--- src/rtl/tcdm_bank_responder_pkg.sv ---
// Shared types for the TCDM bank responder and its AMO ALU.
//   amo_op_e      : 4-bit atomic opcode encoding carried on req_amo_i
//   resp_state_e  : responder FSM states
//   SC_SUCCESS/SC_FAIL : store-conditional result words
//   is_rmw_op     : true for opcodes that occupy the writeback slot
package tcdm_bank_responder_pkg;

  typedef enum logic [3:0] {
    AMO_NONE = 4'd0,
    AMO_SWAP = 4'd1,
    AMO_ADD  = 4'd2,
    AMO_AND  = 4'd3,
    AMO_OR   = 4'd4,
    AMO_XOR  = 4'd5,
    AMO_MAX  = 4'd6,
    AMO_MAXU = 4'd7,
    AMO_MIN  = 4'd8,
    AMO_MINU = 4'd9,
    AMO_LR   = 4'd10,
    AMO_SC   = 4'd11
  } amo_op_e;

  typedef enum logic {ST_IDLE, ST_AMO_WB} resp_state_e;

  localparam logic [31:0] SC_SUCCESS = 32'd0;
  localparam logic [31:0] SC_FAIL    = 32'd1;

  // Arithmetic AMOs always take the writeback slot; SC only when LR/SC exists.
  // LR and opcodes 12-15 are serviced as plain reads.
  function automatic logic is_rmw_op(input logic [3:0] op, input logic lrsc_en);
    return ((op >= 4'd1) && (op <= 4'd9)) || (lrsc_en && (op == AMO_SC));
  endfunction

endpackage

--- src/rtl/tcdm_amo_alu.sv ---
// Combinational AMO ALU: computes the value written back for an atomic.
//   op      : amo opcode (amo_op_e encoding)
//   old_val : value read from memory
//   operand : request operand
//   result  : new memory value (old_val for non-arithmetic opcodes)
module tcdm_amo_alu
  import tcdm_bank_responder_pkg::*;
#(
  parameter int unsigned DataWidth = 32
) (
  input  logic [3:0]           op,
  input  logic [DataWidth-1:0] old_val,
  input  logic [DataWidth-1:0] operand,
  output logic [DataWidth-1:0] result
);

  logic slt, ult;
  assign slt = $signed(old_val) < $signed(operand);
  assign ult = old_val < operand;

  always_comb begin
    result = old_val;
    case (op)
      AMO_SWAP: result = operand;
      AMO_ADD:  result = old_val + operand;
      AMO_AND:  result = old_val & operand;
      AMO_OR:   result = old_val | operand;
      AMO_XOR:  result = old_val ^ operand;
      AMO_MAX:  result = slt ? operand : old_val;
      AMO_MAXU: result = ult ? operand : old_val;
      AMO_MIN:  result = slt ? old_val : operand;
      AMO_MINU: result = ult ? old_val : operand;
      default:  result = old_val;
    endcase
  end

endmodule

--- src/rtl/tcdm_bank_responder.sv ---
// TCDM bank responder: serves plain reads/writes and atomics (locked
// read-modify-write) in front of one single-port SRAM bank with 1-cycle
// read latency. Responses are returned in acceptance order through a
// fall-through FIFO; credits (FIFO occupancy + read in flight) gate
// acceptance of anything that produces a response.
// Optional: define TCDM_BANK_LRSC_EN for LR/SC with a single reservation.
// Ports:
//   clk_i, rst_i             clock, synchronous active-high reset
//   req_*                    request channel (valid/ready)
//   resp_*                   response channel (valid/ready), rdata + echoed id
//   bank_*                   SRAM port; bank_rdata_i valid cycle after a read
module tcdm_bank_responder
  import tcdm_bank_responder_pkg::*;
#(
  parameter int unsigned BankAddrWidth = 10,
  parameter int unsigned DataWidth     = 32,
  parameter int unsigned MetaIdWidth   = 3,
  parameter int unsigned RespDepth     = 2
) (
  input  logic                     clk_i,
  input  logic                     rst_i,
  input  logic                     req_valid_i,
  output logic                     req_ready_o,
  input  logic [BankAddrWidth-1:0] req_tgt_addr_i,
  input  logic                     req_wen_i,
  input  logic [DataWidth-1:0]     req_wdata_i,
  input  logic [3:0]               req_amo_i,
  input  logic [MetaIdWidth-1:0]   req_id_i,
  input  logic [DataWidth/8-1:0]   req_be_i,
  output logic                     resp_valid_o,
  input  logic                     resp_ready_i,
  output logic [DataWidth-1:0]     resp_rdata_o,
  output logic [MetaIdWidth-1:0]   resp_id_o,
  output logic                     bank_req_o,
  output logic                     bank_we_o,
  output logic [BankAddrWidth-1:0] bank_addr_o,
  output logic [DataWidth-1:0]     bank_wdata_o,
  output logic [DataWidth/8-1:0]   bank_be_o,
  input  logic [DataWidth-1:0]     bank_rdata_i
);

  localparam int unsigned StrbWidth = DataWidth / 8;
  localparam int unsigned CntW      = $clog2(RespDepth + 1);
  localparam int unsigned PtrW      = (RespDepth > 1) ? $clog2(RespDepth) : 1;

`ifdef TCDM_BANK_LRSC_EN
  localparam logic LrscEn = 1'b1;
`else
  localparam logic LrscEn = 1'b0;
`endif

  if (DataWidth != 32) begin : g_bad_width
    $fatal(1, "tcdm_bank_responder: only DataWidth=32 is supported");
  end
  if (RespDepth < 1) begin : g_bad_depth
    $fatal(1, "tcdm_bank_responder: RespDepth must be >= 1");
  end

  resp_state_e state_q, state_d;

  // Latched request for the read in flight / AMO writeback
  logic                     pend_q;
  logic [MetaIdWidth-1:0]   id_q;
  logic [BankAddrWidth-1:0] addr_q;
  logic [DataWidth-1:0]     opnd_q;
  logic [3:0]               op_q;
  logic [StrbWidth-1:0]     be_q;

  logic is_write, is_rmw, credits_ok, accept, rd_issue;
  logic sc_cycle, sc_ok;
  logic [DataWidth-1:0] alu_res;
  logic [CntW:0]        used;

  // Response FIFO
  logic [DataWidth-1:0]   mem_data [RespDepth];
  logic [MetaIdWidth-1:0] mem_id   [RespDepth];
  logic [CntW-1:0]        count_q, count_d;
  logic [PtrW-1:0]        rptr_q, wptr_q;
  logic                   fifo_empty, push, pop, store, take;
  logic [DataWidth-1:0]   push_data;

  function automatic logic [PtrW-1:0] ptr_inc(input logic [PtrW-1:0] p);
    return (p == PtrW'(RespDepth - 1)) ? '0 : p + 1'b1;
  endfunction

  // ---------------- request side ----------------
  assign is_write   = (req_amo_i == AMO_NONE) && req_wen_i;
  assign is_rmw     = is_rmw_op(req_amo_i, LrscEn);
  assign used       = {1'b0, count_q} + {{CntW{1'b0}}, pend_q};
  assign credits_ok = used < (CntW + 1)'(RespDepth);
  assign req_ready_o = (state_q == ST_IDLE) && (is_write || credits_ok);
  assign accept     = req_valid_i && req_ready_o && !rst_i;
  assign rd_issue   = accept && !is_write;
  assign sc_cycle   = LrscEn && (state_q == ST_AMO_WB) && (op_q == AMO_SC);

  tcdm_amo_alu #(.DataWidth(DataWidth)) i_alu (
    .op      (op_q),
    .old_val (bank_rdata_i),
    .operand (opnd_q),
    .result  (alu_res)
  );

  always_comb begin
    state_d      = state_q;
    bank_req_o   = 1'b0;
    bank_we_o    = 1'b0;
    bank_addr_o  = '0;
    bank_wdata_o = '0;
    bank_be_o    = '0;
    case (state_q)
      ST_IDLE: begin
        if (accept) begin
          bank_req_o  = 1'b1;
          bank_addr_o = req_tgt_addr_i;
          if (is_write) begin
            bank_we_o    = 1'b1;
            bank_wdata_o = req_wdata_i;
            bank_be_o    = req_be_i;
          end
          if (is_rmw) state_d = ST_AMO_WB;
        end
      end
      ST_AMO_WB: begin
        state_d = ST_IDLE;
        if (sc_cycle) begin
          if (sc_ok) begin
            bank_req_o   = 1'b1;
            bank_we_o    = 1'b1;
            bank_addr_o  = addr_q;
            bank_wdata_o = opnd_q;
            bank_be_o    = be_q;
          end
        end else begin
          bank_req_o   = 1'b1;
          bank_we_o    = 1'b1;
          bank_addr_o  = addr_q;
          bank_wdata_o = alu_res;
          bank_be_o    = '1;
        end
      end
      default: state_d = ST_IDLE;
    endcase
    // Reset mid-AMO must not let the writeback reach the bank
    if (rst_i) begin
      bank_req_o   = 1'b0;
      bank_we_o    = 1'b0;
      bank_addr_o  = '0;
      bank_wdata_o = '0;
      bank_be_o    = '0;
    end
  end

  always_ff @(posedge clk_i) begin
    if (rst_i) begin
      state_q <= ST_IDLE;
      pend_q  <= 1'b0;
      id_q    <= '0;
      addr_q  <= '0;
      opnd_q  <= '0;
      op_q    <= '0;
      be_q    <= '0;
    end else begin
      state_q <= state_d;
      pend_q  <= rd_issue;
      if (rd_issue) begin
        id_q   <= req_id_i;
        addr_q <= req_tgt_addr_i;
        opnd_q <= req_wdata_i;
        op_q   <= req_amo_i;
        be_q   <= req_be_i;
      end
    end
  end

  // ---------------- LR/SC reservation ----------------
`ifdef TCDM_BANK_LRSC_EN
  logic                     res_valid_q;
  logic [BankAddrWidth-1:0] res_addr_q;

  assign sc_ok = res_valid_q && (res_addr_q == addr_q);

  always_ff @(posedge clk_i) begin
    if (rst_i) begin
      res_valid_q <= 1'b0;
      res_addr_q  <= '0;
    end else begin
      if (sc_cycle || (bank_req_o && bank_we_o && (bank_addr_o == res_addr_q)))
        res_valid_q <= 1'b0;
      if (accept && (req_amo_i == AMO_LR)) begin
        res_valid_q <= 1'b1;
        res_addr_q  <= req_tgt_addr_i;
      end
    end
  end
`else
  assign sc_ok = 1'b0;
`endif

  // ---------------- response FIFO (fall-through) ----------------
  // Data from a bank read (plain or AMO) lands the cycle after issue.
  assign push       = pend_q && !rst_i;
  assign push_data  = sc_cycle ? (sc_ok ? SC_SUCCESS : SC_FAIL) : bank_rdata_i;
  assign fifo_empty = (count_q == '0);

  assign resp_valid_o = !rst_i && (push || !fifo_empty);
  assign resp_rdata_o = fifo_empty ? push_data : mem_data[rptr_q];
  assign resp_id_o    = fifo_empty ? id_q      : mem_id[rptr_q];

  assign pop   = resp_valid_o && resp_ready_i;
  assign take  = pop && !fifo_empty;
  // An empty FIFO popped in the same cycle passes the push straight through
  assign store = push && !(fifo_empty && pop);

  always_comb begin
    count_d = count_q;
    if (store && !take)      count_d = count_q + 1'b1;
    else if (take && !store) count_d = count_q - 1'b1;
  end

  always_ff @(posedge clk_i) begin
    if (rst_i) begin
      count_q <= '0;
      rptr_q  <= '0;
      wptr_q  <= '0;
    end else begin
      count_q <= count_d;
      if (store) wptr_q <= ptr_inc(wptr_q);
      if (take)  rptr_q <= ptr_inc(rptr_q);
    end
  end

  always_ff @(posedge clk_i) begin
    if (store) begin
      mem_data[wptr_q] <= push_data;
      mem_id[wptr_q]   <= id_q;
    end
  end

endmodule

--- config.mk ---
export PLATFORM = sky130hd
export DESIGN_NAME = tcdm_bank_responder
export DESIGN_NICKNAME = d
export VERILOG_FILES = /design/src/rtl/tcdm_bank_responder_pkg.sv /design/src/rtl/tcdm_amo_alu.sv /design/src/rtl/tcdm_bank_responder.sv
export SDC_FILE = /design/constraint.sdc
export NUM_CORES = 1
export LEC_CHECK = 0
export BUFFER_PORTS_ARGS = -buffer_cell sky130_fd_sc_hd__clkbuf_2
export CORE_UTILIZATION = 47
export CTS_CLUSTER_DIAMETER = 200
export DETAILED_ROUTE_END_ITERATION = 6
export GPL_ROUTABILITY_DRIVEN = 0
export PLACE_DENSITY = 0.66
export SETUP_SLACK_MARGIN = 0.1
export SKIP_LAST_GASP = 1
export SLEW_MARGIN = 20
export SYNTH_ARGS = -nofsm -noshare
export SYNTH_HDL_FRONTEND = slang
export SYNTH_HIERARCHICAL = 1
export SYNTH_SLANG_ARGS = --single-unit
export TNS_END_PERCENT = 5
--- constraint.sdc ---
create_clock -name clk_i -period 5.3 [get_ports clk_i]
set_input_delay 0.53 -clock clk_i [delete_from_list [all_inputs] [get_ports clk_i]]
set_output_delay 0.53 -clock clk_i [all_outputs]
set_load 0.1 [all_outputs]
# Word level (Yosys, flattened, before mapping)
# Memory sizes are Yosys's and may differ from the RTL's. A register that Yosys moved wholly into a read port is not among the register bits.
# Index checks and enable logic that the tools add are counted.
op_classes:
  add_sub_neg: 6
  magnitude_cmp: 5
  eq_ne: 9
  muxes: 38
  bitwise_logic: 4
  reduce_logical: 25
ops:
  columns: ["op", "n"]
  rows:
  - ["$pmux W32 S9", 1]
  - ["$mux W32", 8]
  - ["$lt A32 B32 Y1", 2]
  - ["$pmux W32 S2", 1]
  - ["$add A32 B32 Y32", 1]
  - ["$and A32 B32 Y32", 1]
  - ["$or A32 B32 Y32", 1]
  - ["$xor A32 B32 Y32", 1]
  - ["$mux W10", 2]
  - ["$pmux W10 S2", 1]
  - ["$eq A4 B3 Y1 const B", 4]
  - ["$mux W1", 15]
  - ["$logic_and A1 B1 Y1", 14]
  - ["$mux W4", 3]
  - ["$eq A4 B2 Y1 const B", 2]
  - ["$eq A4 B4 Y1 const B", 2]
  - ["$pmux W4 S2", 1]
  - ["$logic_not A1 Y1", 6]
  - ["$pmux W1 S2", 3]
  - ["$eq A4 B1 Y1 const B", 1]
  - ["$ge A4 B1 Y1 const B", 1]
  - ["$le A4 B4 Y1 const B", 1]
  - ["$logic_not A4 Y1", 1]
  - ["$mux W2", 2]
  - ["10 further kinds", 12]
totals:
  ff_bits: 55
  ramBits: 70
  inputBits: 90
  output_inout_bits: 85
  word_cells: 98
  mem_count: 2
memory_table:
  columns: ["name", "depth", "width", "read_ports", "rd_ports_with_merged_regs", "wr", "line_no", "text"]
  rows:
  - ["mem_data", 2, 32, 1, 1, 1, "tcdm_bank_responder.sv:75", "logic [DataWidth-1:0] mem_data [RespDepth];"]
  - ["mem_id", 2, 3, 1, 1, 1, "tcdm_bank_responder.sv:76", "logic [MetaIdWidth-1:0] mem_id [RespDepth];"]

# Depth between registers and ports, before layout
logic_depth:
  depth_word: 12
  ltp_mapped: 16
  mapped_depth_nobuf: 13

# By module
# The synthesis kept the hierarchy.
by_module_without_submodules:
  columns: ["module", "n_inst", "cells_per_inst", "area_per_inst_um2", "seq_area_each_um2"]
  rows:
  - ["tcdm_bank_responder", 1, 467, 5680.4, 3223.1]
  - ["tcdm_amo_alu", 1, 762, 5002.3, 0.0]

# Worst setup path after synthesis
# Ideal clock, no wire load.
synth_path:
  path_type: "input-to-reg"
  startpoint: "in rst_i"
  endpoint: "mem mem_data[0][0] (enable)"
  t_arrival_ns: 4.329
  slack_ns: 0.456
  stages: 3
  cell_sequence: "clkbuf_1 -> buf_1 -> nor4_1"
synth_between:
  elab_chain_cells: 10
synth_lines:
  columns: ["element", "line_no", "text"]
  rows:
  - ["start, declared", "tcdm_bank_responder.sv:21", "input logic rst_i,"]
  - ["$logic_not A1 Y1 (*)", "tcdm_bank_responder.sv:201, tcdm_bank_responder.sv:205", null]
  - ["$logic_and A1 B1 Y1", "tcdm_bank_responder.sv:201", "assign push = pend_q && !rst_i;"]
  - ["$logic_or A1 B1 Y1", "tcdm_bank_responder.sv:205", "assign resp_valid_o = !rst_i && (push || !fifo_empty);"]
  - ["$logic_and A1 B1 Y1", "tcdm_bank_responder.sv:205", null]
  - ["$logic_and A1 B1 Y1", "tcdm_bank_responder.sv:209", "assign pop = resp_valid_o && resp_ready_i;"]
  - ["$logic_and A1 B1 Y1", "tcdm_bank_responder.sv:212", "assign store = push && !(fifo_empty && pop);"]
  - ["$logic_not A1 Y1", "tcdm_bank_responder.sv:212", null]
  - ["$logic_and A1 B1 Y1 (*)", "tcdm_bank_responder.sv:212", null]
  - ["$mux W1 (*)", "tcdm_bank_responder.sv:233", "if (store) begin"]
  - ["$mux W1 (implied by the code) (*)", "tcdm_bank_responder.sv:234", "mem_data[wptr_q] <= push_data;"]
  - ["end, declared", "tcdm_bank_responder.sv:75", null]
# Mark *: on every way between the ends. The rest lies on a longest branch, timed or not.

# Worst setup path after layout
layout_path:
  startpoint: "reg opnd_q[2]"
  endpoint: "out bank_wdata_o[12]"
layout_between:
  elab_chain_cells: 5
  elab_cells_between_ends: 10
  cone_classes: "add/sub: 1; order compare: 2; mux: 7"
layout_lines:
  columns: ["element", "line_no", "text"]
  rows:
  - ["start, declared", "tcdm_bank_responder.sv:65", "logic [DataWidth-1:0] opnd_q;"]
  - ["start signal, assigned", "tcdm_bank_responder.sv:168", "opnd_q <= req_wdata_i;"]
  - ["$lt A32 B32 Y1 (on tied branches)", "tcdm_amo_alu.sv:19, tcdm_amo_alu.sv:18", null]
  - ["$mux W32 (on tied branches)", null, null]
  - ["$pmux W32 S9 (*)", "tcdm_amo_alu.sv:23", "case (op)"]
  - ["via alu_res[12]", "tcdm_bank_responder.sv:71", "logic [DataWidth-1:0] alu_res;"]
  - ["$pmux W32 S2 (*)", "tcdm_bank_responder.sv:110", "case (state_q)"]
  - ["$mux W32 (*)", "tcdm_bank_responder.sv:144", "if (rst_i) begin"]
  - ["end, declared", "tcdm_bank_responder.sv:37", "output logic [DataWidth-1:0] bank_wdata_o,"]
# Mark *: on every way through the listed nets, which the timed path passes. The rest lies on a longest branch.

==> qor.csv <==
stage;metric;value;unit
global_routing;Global Route met2 Usage;43.4;%
synth;number of enable-type register cells in the synthesized netlist;70;
finish;most used cells in the layout excluding fill and tap cells;clkbuf_2, a21oi_1, nor2_1, ha_1, inv_1;
clocking;clock tree from TritonCTS;built;
clocking;total number of clock tree sinks;126;
timing;pin slew with the least headroom to its limit;1180;ps
synth;prevailing post-synth register cell;edfxtp_1;
clocking;number of buffers created by CTS;17;
timing;fraction of the cycle the final worst path needs;93.7;%
global_routing;total track usage;26.1;%
detailed_routing;count of unresolved DRC violations after routing;12;
power_and_ir_drop;total power per unit cell area;317;nW/µm²
clocking;clock edge transition at the registers on the reported setup and hold paths;60;ps
synth;Mapped Nets;1417;
timing;Slew headroom;21.3;%
floorplanning;Placement Rows;54;
timing;Highest Clock Rate;0.201;GHz
floorplanning;die extent in x;153;µm
worst_setup_path;critical path required time;4770;ps
worst_setup_path;highest-delay cell along the critical path;a2111o_1;
finish;area taken by multi-input logic gates;6770;µm²
global_routing;vias in the first global route;9311;
clocking;maximum buffer depth of the clock tree;2;
timing;count of final hold-check violations;0;
worst_setup_path;kind of start point of the critical path;register;
floorplanning;Initial Util;48.5;%
detailed_routing;wire length reported by the detailed router;30.7;mm
detailed_routing;total vias in the final route;9790;
worst_setup_path;kind of cell adding the most delay to the critical path;compound AO/OA/AOI/OAI gates;
timing;Min Hold Slack;323;ps
worst_setup_path;largest fanout of any net on the critical path;10;
finish;Filler Cells Inserted;2008;
floorplanning;Die Outline Area;23300;µm²
run;Maximum Capacitance Violations;0;
synth;sequential-to-total area share from yosys stat;30.2;%
detailed_routing;detailed-router iteration count before antenna repair;7;
worst_setup_path;Worst EP arrival;4430;ps
clocking;postcts setup bufs;0;
finish;antenna diode count;0;
placed_design;number of port buffers;174;
timing;number of max-slew violations in the final report;0;
global_routing;global-route met1 utilization;34.0;%
global_routing;routing layer with the top usage in global route;met2;
hold_path;Hold WC Path Type;in -> reg;
hold_path;Hold Path Depth;2;
worst_setup_path;Stages on worst setup path;14;
global_routing;global-route wire length before repair;48.9;mm
timing;clock skew;8.65;ps
synth;mean cell area of the mapped netlist;8.69;µm²
floorplanning;core outline area;22000;µm²
power_and_ir_drop;highest ir drop seen on vdd;218;µV
clocking;count of H-tree levels built during CTS;4;
synth;yosys synthesis warning count;6;
finish;Sequential cell area;3220;µm²
synth;synthesized netlist cell count;1229;
timing;min cycle time layout;4960;ps
worst_setup_path;depth of the most critical reg-to-reg path;4;
finish;most frequent standard cell in the layout excluding fill and tap cells;clkbuf_2;
finish;number of nets in the layout;1546;
detailed_routing;final routed wire length divided by cell count;18.6;µm
global_routing;GR met3 Demand/Resource;4.27;%
worst_setup_path;Setup crit end kind;output pin;
detailed_routing;number of antenna-violating nets in the routed design;0;
timing;final setup violation count;0;
power_and_ir_drop;leakage power figure;5.32;nW
synth;number of synthesized register bits;126;
global_routing;total gr overflow;0;
worst_setup_path;series of cell instances along the critical path;inv_1, ha_1, nor2_1, a221oi_2, o211ai_1, a2111o_1, nand2_4, a41oi_2, mux2i_1, or2_1, a2111oi_0, o22ai_1, a22o_1, buf_12;
timing;unrepaired setup endpoints after global routing;false;
clocking;clock root buffer;clkbuf_16;
clocking;clock latency of the later-clocked register in the worst-skew pair;440;ps
finish;Area growth syn-to-layout;18.3;%
synth;synth unique cells;83;
global_routing;antenna violations before repair;0;
detailed_routing;number of DRC markers after the initial detailed-route iteration;858;
worst_setup_path;count of buffering cells on the critical path with inverters included;2;
worst_setup_path;Crit Path Category;reg -> out;
floorplanning;floorplan die height;153;µm
timing;Final TNS setup;0;ps
synth;area of the mapped netlist;10700;µm²
worst_setup_path;critical path's largest stage delay;550;ps
outcome;result of the run;finished with violations;
detailed_routing;per-cell via count in the routed design;5.93;
placed_design;hpwl dp;21.5;mm
global_routing;largest net degree at the start of global routing;71;
synth;fraction of registers with async set or reset after synthesis;0;%
finish;fraction of final layout cells with drive strength greater than 1;22.5;%
floorplanning;IO Count;175;
outcome;failing checks;design-rule violations;
==> metrics by stage <==
stage	instances	setup WS, ps	instance area (µm²)	total power, W	utilization (%)
global route	1651	86.6	12600	0.00418	57.4
CTS	1651	275	12600	0.00400	57.3
detailed placement	1619	480	12000	0.00285	54.7
finish	1651	336	12600	0.00400	57.4
floorplan	1229	456	10700	0.00247	-
global placement	1619	609	12000	0.00284	54.7
==> power breakdown <==
group | internal, W | leakage [nW] | switching (W)
Combinational | 0.000493 | 3.94 | 0.00122
Sequential | 0.00108 | 1.10 | 0.0000512
Clock | 0.000664 | 0.278 | 0.000487
Total | 0.00224 | 5.32 | 0.00176
==> timing repair <==
item,in CTS,in global routing
hold endpoints to repair,0,0
resized for setup,0,5
endpoints found under the setup margin,0,21
hold buffers,0,0
==> registers in the layout, indices dropped and copies added (netlist names), named ones only <==
| signal | flops |
|---|---|
| addr_q | 10 |
| count_q | 2 |
| id_q | 3 |
| mem_data | 64 |
| mem_id | 6 |
| op_q | 4 |
| opnd_q | 32 |
| pend_q | 1 |
| rptr_q | 1 |
| state_q | 1 |
| wptr_q | 1 |
==> synth_stat cells, types with 11 or more instances <==
library cell,number,area (µm²)
ha_1,97,1210
a22oi_1,19,143
a21oi_1,110,551
edfxtp_1,70,2100
xnor2_1,11,96.3
nor2b_1,63,394
o211ai_1,16,120
and3_1,20,125
mux2i_1,36,360
a221o_1,19,190
dfxtp_1,56,1120
mux2_2,46,518
nand2_1,72,270
nand3_1,18,90.1
buf_2,17,85.1
nor3_1,11,55.1
nor2_1,105,394
clkbuf_1,57,214
a221oi_1,23,201
a22o_1,33,289
inv_1,85,319
o21ai_0,64,320
==> worst register-to-register path, cell delays in order, from the launching register on <==
cell and delay (ps):
dfxtp_1 370, a21oi_1 920, o211ai_4 610, buf_4 460
mux2_2 340
==> cell families (layout without fill, tap and decap cells) <==
group / count (synthesis) / in the layout / synth area share, %
AOI/OAI and AO/OA: 380 / 380 / 24.6
xor gates and xnor gates: 21 / 21 / 1.72
adders and majority gates: 98 / 98 / 11.5
buffers and inverters: 173 / 315 / 6.88
DFF: 126 / 126 / 30.2
muxes: 85 / 85 / 8.54
and+or+nand+nor: 346 / 346 / 16.6
==> path summary, 6_finish.rpt <==
path,to,from,slack (ps)
worst max-delay path,bank_wdata_o[12],opnd_q[2]$_SDFFE_PP0P_,340
worst min-delay path,id_q[1]$_SDFFE_PP0P_,req_id_i[1],320
worst max register to register,opnd_q[15]$_SDFFE_PP0P_,count_q[0]$_SDFFE_PP0P_,2500
worst min register to register,mem_id[0][0]$_DFFE_PP_,id_q[0]$_SDFFE_PP0P_,490
==> layer usage <==
layer / vias to the layer above / share of wire (%)
met5: - / 0
met4: 0 / 2.8
met3: 62 / 5.9
met2: 346 / 47
met1: 4619 / 45
li1: 4763 / -
==> cell type report <==
class                      count  share of cell area [%]
tap                          280                    2.77
inverter                      86                    2.55
multi-input combinational    930                    53.6
clock buffer                  18                    3.48
sequential                   126                    25.5
clock inverter                14                    1.06
timing repair buffer         197                    11.0
(Power assumes the default switching activity.)
